File: src/rtl/ntt4_frame_loader.sv
// ntt4_frame_loader: serial-to-frame loader for the 4-point NTT network.
// Reduces samples mod the frame modulus and ping-pongs two frame banks.
module ntt4_frame_loader #(
   parameter int DATA_W = 8,
   parameter bit BITREV = 1'b1
) (
   input  logic                  clk,
   input  logic                  rst_n,
   input  logic                  in_valid,
   output logic                  in_ready,
   input  logic [DATA_W-1:0]     in_data,
   input  logic                  in_last,
   input  logic [DATA_W-1:0]     mod,
   output logic                  out_valid,
   input  logic                  out_ready,
   output logic [4*DATA_W-1:0]   out_data,
   output logic [DATA_W-1:0]     out_mod,
   output logic                  frame_err
);

   typedef enum logic [1:0] {
      EMPTY,
      FILLING,
      FULL
   } bank_st_t;

   bank_st_t          st_q [2];
   bank_st_t          st_d [2];
   logic [DATA_W-1:0] mem_q [2][4];
   logic [DATA_W-1:0] bmod_q [2];

   logic       wr_bank_q, wr_bank_d;
   logic       rd_bank_q, rd_bank_d;
   logic [1:0] wr_idx_q, wr_idx_d;
   logic       in_ready_q, in_ready_d;
   logic       err_q, err_d;

   logic              accept;
   logic              handshake;
   logic              last_slot;
   logic              bad_frame;
   logic [DATA_W-1:0] eff_mod;
   logic [DATA_W-1:0] red;
   logic [1:0]        slot;

   assign accept    = in_valid & in_ready_q;
   assign out_valid = (st_q[rd_bank_q] == FULL);
   assign handshake = out_valid & out_ready;
   assign in_ready  = in_ready_q;
   assign frame_err = err_q;

   // The modulus of the first sample is taken live; later samples
   // use the value latched for the bank, so mid-frame changes are ignored.
   assign eff_mod = (wr_idx_q == 2'd0) ? mod : bmod_q[wr_bank_q];

   // A zero modulus passes data through raw; the frame is dropped later.
   assign red = (eff_mod == '0) ? in_data : in_data % eff_mod;

   assign slot = BITREV ? {wr_idx_q[0], wr_idx_q[1]} : wr_idx_q;

   assign last_slot = (wr_idx_q == 2'd3);
   assign bad_frame = (in_last != last_slot) ||
                      (last_slot && eff_mod == '0);

   // Next-state for bank states, pointers, ready and error pulse.
   always_comb begin
      st_d[0]    = st_q[0];
      st_d[1]    = st_q[1];
      wr_bank_d  = wr_bank_q;
      rd_bank_d  = rd_bank_q;
      wr_idx_d   = wr_idx_q;
      err_d      = 1'b0;
      if (handshake) begin
         st_d[rd_bank_q] = EMPTY;
         rd_bank_d       = ~rd_bank_q;
      end
      if (accept) begin
         if (bad_frame) begin
            st_d[wr_bank_q] = EMPTY;
            wr_idx_d        = 2'd0;
            err_d           = 1'b1;
         end else if (last_slot) begin
            st_d[wr_bank_q] = FULL;
            wr_bank_d       = ~wr_bank_q;
            wr_idx_d        = 2'd0;
         end else begin
            st_d[wr_bank_q] = FILLING;
            wr_idx_d        = wr_idx_q + 2'd1;
         end
      end
      in_ready_d = (st_d[wr_bank_d] != FULL);
   end

   // Control state register.
   always_ff @(posedge clk or negedge rst_n) begin
      if (!rst_n) begin
         st_q[0]    <= EMPTY;
         st_q[1]    <= EMPTY;
         wr_bank_q  <= 1'b0;
         rd_bank_q  <= 1'b0;
         wr_idx_q   <= 2'd0;
         in_ready_q <= 1'b1;
         err_q      <= 1'b0;
      end else begin
         st_q[0]    <= st_d[0];
         st_q[1]    <= st_d[1];
         wr_bank_q  <= wr_bank_d;
         rd_bank_q  <= rd_bank_d;
         wr_idx_q   <= wr_idx_d;
         in_ready_q <= in_ready_d;
         err_q      <= err_d;
      end
   end

   // Bank storage: reduced samples written to their output slot.
   always_ff @(posedge clk or negedge rst_n) begin
      if (!rst_n) begin
         for (int b = 0; b < 2; b++) begin
            bmod_q[b] <= '0;
            for (int s = 0; s < 4; s++) begin
               mem_q[b][s] <= '0;
            end
         end
      end else if (accept) begin
         mem_q[wr_bank_q][slot] <= red;
         if (wr_idx_q == 2'd0) begin
            bmod_q[wr_bank_q] <= mod;
         end
      end
   end

   // Present the read bank as one parallel frame.
   always_comb begin
      out_data = '0;
      for (int i = 0; i < 4; i++) begin
         out_data[i*DATA_W +: DATA_W] = mem_q[rd_bank_q][i];
      end
      out_mod = bmod_q[rd_bank_q];
   end

endmodule

File: config.mk
export PLATFORM = sky130hd
export DESIGN_NAME = ntt4_frame_loader
export DESIGN_NICKNAME = d
export VERILOG_FILES = /design/src/rtl/ntt4_frame_loader.sv
export SDC_FILE = /design/constraint.sdc
export NUM_CORES = 1
export LEC_CHECK = 0
export CAP_MARGIN = 20
export CORE_AREA = 2 2 124 126
export DETAILED_ROUTE_END_ITERATION = 10
export DIE_AREA = 0 0 126 128
export GPL_ROUTABILITY_DRIVEN = 0
export PLACE_DENSITY = 0.73
export SETUP_SLACK_MARGIN = 0.05
export SYNTH_ARGS = -nofsm -noshare
export SYNTH_HDL_FRONTEND = slang
export SYNTH_SLANG_ARGS = --single-unit
File: constraint.sdc
create_clock -name clk -period 12.5 [get_ports clk]
set_input_delay 1.25 -clock clk [delete_from_list [all_inputs] [get_ports clk]]
set_output_delay 1.25 -clock clk [all_outputs]
set_load 0.01 [all_outputs]
Word level (Yosys, flattened, before mapping)
Index checks and enable logic that the tools add are counted.
- bits in registers: 90
- output and inout port bits: 43
- add/subtract/negate cells: 1
- divide/modulo/power cells: 1
- magnitude comparators: 7
- equality and inequality tests: 4
- muxes and demuxes: 40
- bitwise logic cells: 18
- reductions and logical operators: 8
- operators with widths (operator ; number):
    $mux W32 ; 4
    $mux W8 ; 10
    $bwmux W64 ; 1
    $demux W32 S1 ; 1
    $mux W2 ; 10
    $bwmux W16 ; 1
    $demux W8 S2 ; 1
    $mux W4 ; 4
    $and A4 B4 Y4 ; 2
    $demux W8 S1 ; 1
    $logic_not A8 Y1 ; 1
    $mod A8 B8 Y8 ; 1
    $not A4 Y4 ; 2
    $ge A2 B2 Y1 const B ; 3
    $not A1 Y2 ; 3
    $mux W1 ; 5
    $and A2 B2 Y2 ; 2
    $demux W2 S1 ; 2
    $eq A2 B2 Y1 const B ; 2
    $logic_and A1 B1 Y1 ; 4
    $lt A2 B1 Y1 const B ; 2
    $not A2 Y2 ; 2
    $or A2 B2 Y2 ; 2
    $ge A3 B3 Y1 const B ; 1
    10 further kinds ; 12

Logic depth before layout (Yosys ltp)
Gate-level depths: netlist of run 1.
- depth after elaboration: 16
- gate-level depth with buffers: 63

Worst setup path after synthesis of run 1
OpenSTA, ideal clock, no wires.
- path type: input to register
- from: input port mod[2]
- to: register mem_q[31] (netlist name)
- library setup time: 0.148 ns
- data arrival time: 12.677 ns
- required time: 12.352 ns
- path slack: -0.325 ns
- stages: 52
- path buffers: 3
- path through: mux2i_1 > nand2_1 > nor3_1 > a21oi_1 > a21oi_1 > ha_1 > or4b_2 > o311ai_0 > nor3_1 > o21ai_1 > inv_1 > ha_1 > and2_1 > or2_2 > o21a_1 > nand2_1 > mux2_2 > ha_1 > [... 16 more ...] > mux2_2 > ha_1 > or4_1 > nand3_1 > a21boi_2 > buf_2 > nor2_1 > a21oi_1 > fa_1 > a21o_1 > a21oi_1 > o21ai_0 > o211ai_1 > and2_1 > buf_2 > nor3_1 > a31oi_1 > a31oi_1
- word-level cells in the longest chain between the ends: 4
- RTL lines (element ; RTL line ; source):
    start, declared ; 13 ; input logic [DATA_W-1:0] mod,
    $mux W8 * ; 54 ; assign eff_mod = (wr_idx_q == 2'd0) ? mod : bmod_q[wr_bank_q];
    $mod A8 B8 Y8 or $logic_not A8 Y1 (tied branches) ; 57 ; assign red = (eff_mod == '0) ? in_data : in_data % eff_mod;
    $mux W8 * ; 57 ;
    $bwmux W64 * ; 125 ; mem_q[wr_bank_q][slot] <= red;
    end signal, assigned by index ; 125 ;
    end, declared ; 29 ; logic [DATA_W-1:0] mem_q [2][4];
Every way passes the cells marked *; elsewhere a longest branch is shown, timed or not.
A chain may end at the register's enable or synchronous reset.

Worst setup path after layout of run 1
- from: input port mod[1]
- to: register mem_q[20] (netlist name)
The elaborated chain is that of the path after synthesis.

==> results of run 1 <==
-- worst max path at each step --
stage,from,to,depth (start not counted)
3_3_place_gp,mod[6],mem_q[44]$_DFFE_PN0P_,53
2_1_floorplan,mod[3],mem_q[31]$_DFFE_PN0P_,54
4_1_cts,mod[4],mem_q[60]$_DFFE_PN0P_,54
6_report,mod[1],mem_q[20]$_DFFE_PN0P_,54
5_1_grt,mod[1],mem_q[58]$_DFFE_PN0P_,55
3_5_place_dp,mod[4],mem_q[44]$_DFFE_PN0P_,54
-- state kept, by name (all words and copies together) (netlist names) --
register and count:
wr_bank_q 1, mem_q 64, rd_bank_q 1, bmod_q 16
wr_idx_q 2, in_ready 1, frame_err 1, st_q 4
-- routing by layer --
metal	vias up	wire (um)
li1	2906	-
met1	2876	7991
met2	156	8888
met3	33	692
met4	0	344
met5	-	0
-- placed cells by master, fill, tap and decap left out, types with 10 or more instances in the layout --
master | Yosys | final
nand2_1 | 117 | 115
dfrtp_1 | 89 | 88
buf_4 | 3 | 87
mux2_2 | 58 | 57
o21ai_0 | 75 | 55
clkdlybuf4s50_1 | 0 | 55
ha_1 | 43 | 38
nor2_1 | 37 | 32
nand3_1 | 29 | 27
a21oi_1 | 31 | 21
a31oi_1 | 24 | 21
o21ai_1 | 4 | 20
inv_1 | 20 | 18
xnor2_1 | 13 | 13
and3_1 | 11 | 11
and2_1 | 13 | 11
o31ai_1 | 12 | 11
a21oi_2 | 2 | 10
-- stage by stage --
| stage | TNS (ns) | utilization (%) | cells | hold WS, ns |
|---|---|---|---|---|
| after floorplan | 0 | - | 730 | 0.4429 |
| after global placement | -5.273 | 52.45 | 1019 | 0.4560 |
| after detailed placement | -20.44 | 52.45 | 1019 | 0.4632 |
| after CTS | 0 | 54.83 | 1035 | 0.4783 |
| after global routing | -5.155 | 57.34 | 1051 | 0.5050 |
| final | 0 | 57.34 | 1051 | 0.4772 |
-- final cells by class --
cell class	count	share of cell area [%]
clock buffers	10	2.686
clock inverters	6	0.5725
inverters	22	0.9689
multi-input cells	585	51.09
flip-flops and latches	90	26.45
well taps	188	2.760
repair buffers	150	15.47
-- what timing repair did --
item | in CTS | in global routing
endpoints found under the setup margin | 61 | 64
gates cloned | 0 | 1
pin swaps | 7 | 24
setup buffers | 0 | 14
endpoints found under the hold margin | 0 | 0
gates resized for setup | 17 | 66
-- logic make-up after synthesis --
kind of cell | share of synthesized area [%]
xor gates and xnor gates | 2.153
muxes | 12.53
and+or+nand+nor | 18.72
DFF | 34.61
AOI/OAI and AO/OA | 19.78
buffers and inverters | 3.633
adders and majority gates | 8.572
-- critical path: cells and delay by family --
family / cells / cell delay, ns
AOI/OAI and AO/OA: 24 / 4.19
and+or+nand+nor: 18 / 3.90
adders and majority gates: 7 / 1.96
buffers and inverters: 5 / 0.95
==> results.py, run 1 <==
metrics = {
    "floorplan": {
        "rows": 45,
        "die_area_mm2": 0.01613,
        "start_util_pct": 43.80,
        "die_h_um": 128,
        "die_w_um": 126,
        "core_area_mm2": 0.01486,
        "pin_count": 64,
    },
    "sta": {
        "hold_viol": 0,
        "relSlewSlack_pct": 29.45,
        "worst_pin_slew_ns": 1.058,
        "fmax_mhz": 83.37,
        "setup_slack_ns": 0.5051,
        "finalCritPeriodShare_pct": 95.96,
        "fin_crit_ns": 11.99,
        "setup_viol": 0,
        "finClkSkew_ns": 0.009613,
        "slew_violations": 0,
    },
    "drt": {
        "via_per_inst": 5.681,
        "vias": 5971,
        "ant_nets": 0,
        "drtIter0Drc": 476,
        "wl_um": 17920,
        "wl_per_cell_um": 17.05,
        "drc_errors": 0,
        "first_pass_iters": 5,
    },
    "hold_path": {
        "min_from": "mem_q[51]$_DFFE_PN0P_",
        "min_path_type": "flip-flop to flip-flop",
        "hold_end": "mem_q[51]$_DFFE_PN0P_",
        "hold_depth": 2,
    },
    "run_status": {
        "outcome": "finished, final reports clean",
    },
    "cts": {
        "insertion_delay_ns": 0.34,
        "tritoncts": "done",
        "cts_root_buffer": "clkbuf_16",
        "cts_buffers": 9,
        "cts_buffer_depth": 2,
        "h-tree-depth": 3,
        "numClockSinks": 90,
        "cts_hold_buf": 0,
        "clk_pin_slew_ns": 0.07,
    },
    "finish": {
        "syn_to_final_growth_pct": 30.92,
        "antenna-diode-count": 0,
        "final_cell_area_mm2": 0.008523,
        "fill_cells": 1292,
        "seqCellArea_mm2": 0.002255,
        "drive_above_1_share_pct": 28.04,
        "final_nets": 923,
        "multi_input_area_mm2": 0.004354,
    },
    "grt": {
        "top_usage_layer": "met2",
        "grt_use_met1_pct": 28.31,
        "grtUsageMet2_pct": 37.38,
        "grt_max_degree": 90,
        "grt_util_all_layers_pct": 21.71,
        "overflow": 0,
        "grt_pass1_vias": 5779,
        "grt_util_met3_pct": 3.214,
        "grt_pass1_wl_um": 28610,
        "antenna_found_initial": 0,
    },
    "critical_path": {
        "worst-r2r-cell-count": 56,
        "critPathKind": "primary input to flip-flop",
        "crit_required_ns": 12.76,
        "path_max_fanout": 8,
        "worstPathArrival_ns": 12.25,
        "cp_slowest_cell": "or4b_2",
        "ff2ff_setup_slack_ns": 0.75,
        "crit_path_frequent_cell": "ha_1",
        "slowest_delay_ns": 0.61,
        "crit_path_end_kind": "flip-flop",
        "start_kind": "primary input",
        "rr_endpoint": "mem_q[20]$_DFFE_PN0P_",
        "regToRegStartpoint": "wr_idx_q[0]$_DFFE_PN0P_",
    },
    "logic_synthesis": {
        "synth_edf_count": 0,
        "syn_inst": 730,
        "synthArstFlopShare_pct": 100.0,
        "synthTopCellsByCount": "nand2_1 (117), dfrtp_1 (89), o21ai_0 (75)",
        "synth_top_area_cell": "dfrtp_1",
        "avgSynthCellArea_um2": 8.918,
        "synth_ff_type": "dfrtp_1",
        "yosys.cell_types.count": 73,
        "ys_seq_area_share_pct": 34.61,
        "ys_top_cells_by_area": "dfrtp_1 (34%), mux2_2 (10%), ha_1 (8.3%)",
        "syn_nets": 795,
        "syn_area_mm2": 0.006510,
        "ys.warnings.count": 0,
        "yosysMostFrequentCell": "nand2_1",
        "yosys_register_bits": 90,
        "synth_top_area_share_pct": 34.21,
    },
    "place": {
        "place_area_mm2": 0.007796,
        "pre_cts_slack_ns": -0.4855,
        "dp_hpwl_um": 12630,
        "io_buffers": 63,
    },
    "job": {
        "drv_cap": 0,
    },
}
Power of run 1 is not shown: default switching activity piles up to over one toggle a cycle in this logic, so the estimate is an artifact.
==> run 2: changes to the inputs <==
- PLACE_DENSITY: 0.73 -> 0.64
==> run 2 against run 1 <==
Effect of this change: first-iteration DRC count is 1.1% lower; core utilization is 1.6 points higher; routed wire length is 6.1% higher; via count is 2.8% higher; fmax is 1.0% lower; die area stayed put; critical endpoint is now mem_q[19]$_DFFE_PN0P_; largest cell class unchanged; highest routed layer unchanged.
==> results.py, run 2 (synthesis gave the netlist of run 1 again) <==
metrics = {
    "run_status": {
        "outcome": "finished, final reports clean",
    },
    "cts": {
        "cts_buffer_depth": 2,
        "cts_buffers": 9,
        "tritoncts": "done",
        "h-tree-depth": 3,
        "numClockSinks": 90,
        "clk_pin_slew_ns": 0.06,
        "insertion_delay_ns": 0.34,
        "cts_root_buffer": "clkbuf_16",
    },
    "finish": {
        "antenna-diode-count": 0,
        "fill_cells": 1303,
        "largest_register_ffs": 64,
        "drive_above_1_share_pct": 30.27,
        "layoutNonFillerInstCount": 1080,
        "top_regs": "mem_q: 64 flops, bmod_q: 16 flops, st_q: 4 flops",
        "final_nets": 953,
        "most-common-layout-cells": "nand2_1 (116), buf_4 (115), dfrtp_1 (88)",
        "final_core_util_pct": 58.91,
        "final_cell_area_mm2": 0.008757,
        "top_register": "mem_q",
        "syn_to_final_growth_pct": 34.52,
        "final_common_cell": "nand2_1",
    },
    "critical_path": {
        "critPathKind": "primary input to flip-flop",
        "cp_slowest_cell": "or4b_2",
        "start_kind": "primary input",
        "crit_required_ns": 12.73,
        "worstPathArrival_ns": 12.35,
        "slowest_delay_ns": 0.62,
        "path_max_fanout": 8,
        "crit_path_end_kind": "flip-flop",
    },
    "sta": {
        "finClkSkew_ns": 0.01016,
        "fin_crit_ns": 12.12,
        "slew_violations": 0,
        "hold_viol": 0,
        "setup_viol": 0,
        "fmax_mhz": 82.51,
        "finalCritPeriodShare_pct": 96.96,
        "setup_slack_ns": 0.3802,
        "relSlewSlack_pct": 25.28,
        "worst_pin_slew_ns": 1.121,
    },
    "drt": {
        "ant_nets": 0,
        "first_pass_iters": 5,
        "wl_um": 19000,
        "wl_per_cell_um": 17.59,
        "drc_errors": 0,
        "drtIter0Drc": 471,
        "via_per_inst": 5.685,
        "vias": 6140,
    },
    "place": {
        "place_inst": 1046,
        "dp_hpwl_um": 13710,
        "place_area_mm2": 0.008011,
        "pre_cts_slack_ns": -0.4933,
        "io_buffers": 63,
    },
    "grt": {
        "overflow": 0,
        "grt_pass1_wl_um": 30280,
        "antenna_found_initial": 0,
        "grt_util_all_layers_pct": 23.16,
        "grt_pass1_vias": 6115,
        "grt_max_degree": 90,
    },
    "floorplan": {
        "die_h_um": 128,
        "die_area_mm2": 0.01613,
        "rows": 45,
        "core_area_mm2": 0.01486,
        "die_w_um": 126,
        "start_util_pct": 43.80,
        "pin_count": 64,
    },
    "hold_path": {
        "min_path_type": "flip-flop to flip-flop",
    },
    "job": {
        "drv_cap": 0,
    },
}
## run 2: final timing paths
| path | from | to | slack (ns) | cells after the start |
|---|---|---|---|---|
| min in group asynchronous | rst_n | rd_bank_q$_DFFE_PN0P_ | 0.68 | 1 |
| min reg2reg | mem_q[43]$_DFFE_PN0P_ | mem_q[43]$_DFFE_PN0P_ | 0.47 | 2 |
| max | mod[6] | mem_q[19]$_DFFE_PN0P_ | 0.38 | 54 |
| max in group asynchronous | rst_n | mem_q[16]$_DFFE_PN0P_ | 10.93 | 3 |
| min | mem_q[43]$_DFFE_PN0P_ | mem_q[43]$_DFFE_PN0P_ | 0.47 | 2 |
| max reg2reg | wr_idx_q[0]$_DFFE_PN0P_ | mem_q[19]$_DFFE_PN0P_ | 0.61 | 56 |
## run 2: timing repair
action,4_1_cts,5_1_grt
setup buffers,2,16
hold buffers,0,0
pin swaps,6,28
resized for setup,24,55
cloned,0,0
setup endpoints to repair,64,64
## run 2: cell type report
cell class              instances  area [um^2]  area share, %
multi-input cells             584         4294          49.04
flip-flops and latches         90         2255          25.75
repair buffers                181         1564          17.86
clock buffers                  10        239.0          2.729
well taps                     188        235.2          2.686
clock inverters                 5        87.58          1.000
inverters                      22        82.58         0.9430
## run 2: critical path, delay by kind of cell
family	cells	cell delay [ns]
AOI/OAI and AO/OA	20	3.57
adders and majority gates	7	1.91
buffers and inverters	8	1.57
muxes	4	1.27
and+or+nand+nor	15	2.79
## run 2: metrics by stage
step | hold WS, ns | setup TNS [ns]
after floorplan | 0.4429 | 0
after detailed placement | 0.4620 | -24.44
after global placement | 0.4548 | -1.752
after global routing | 0.5019 | -1.512
after CTS | 0.4771 | 0
final | 0.4711 | 0
## run 2: per-layer routing
| metal | global-route usage [%] | up-vias | share of wire, % |
|---|---|---|---|
| li1 | - | 2958 | - |
| met1 | 29.59 | 2984 | 43 |
| met2 | 40.83 | 160 | 50 |
| met3 | 2.546 | 38 | 3.8 |
| met4 | 8.209 | 0 | 2.8 |
| met5 | 0 | - | 0 |
Power of run 2 is left out for the same reason.
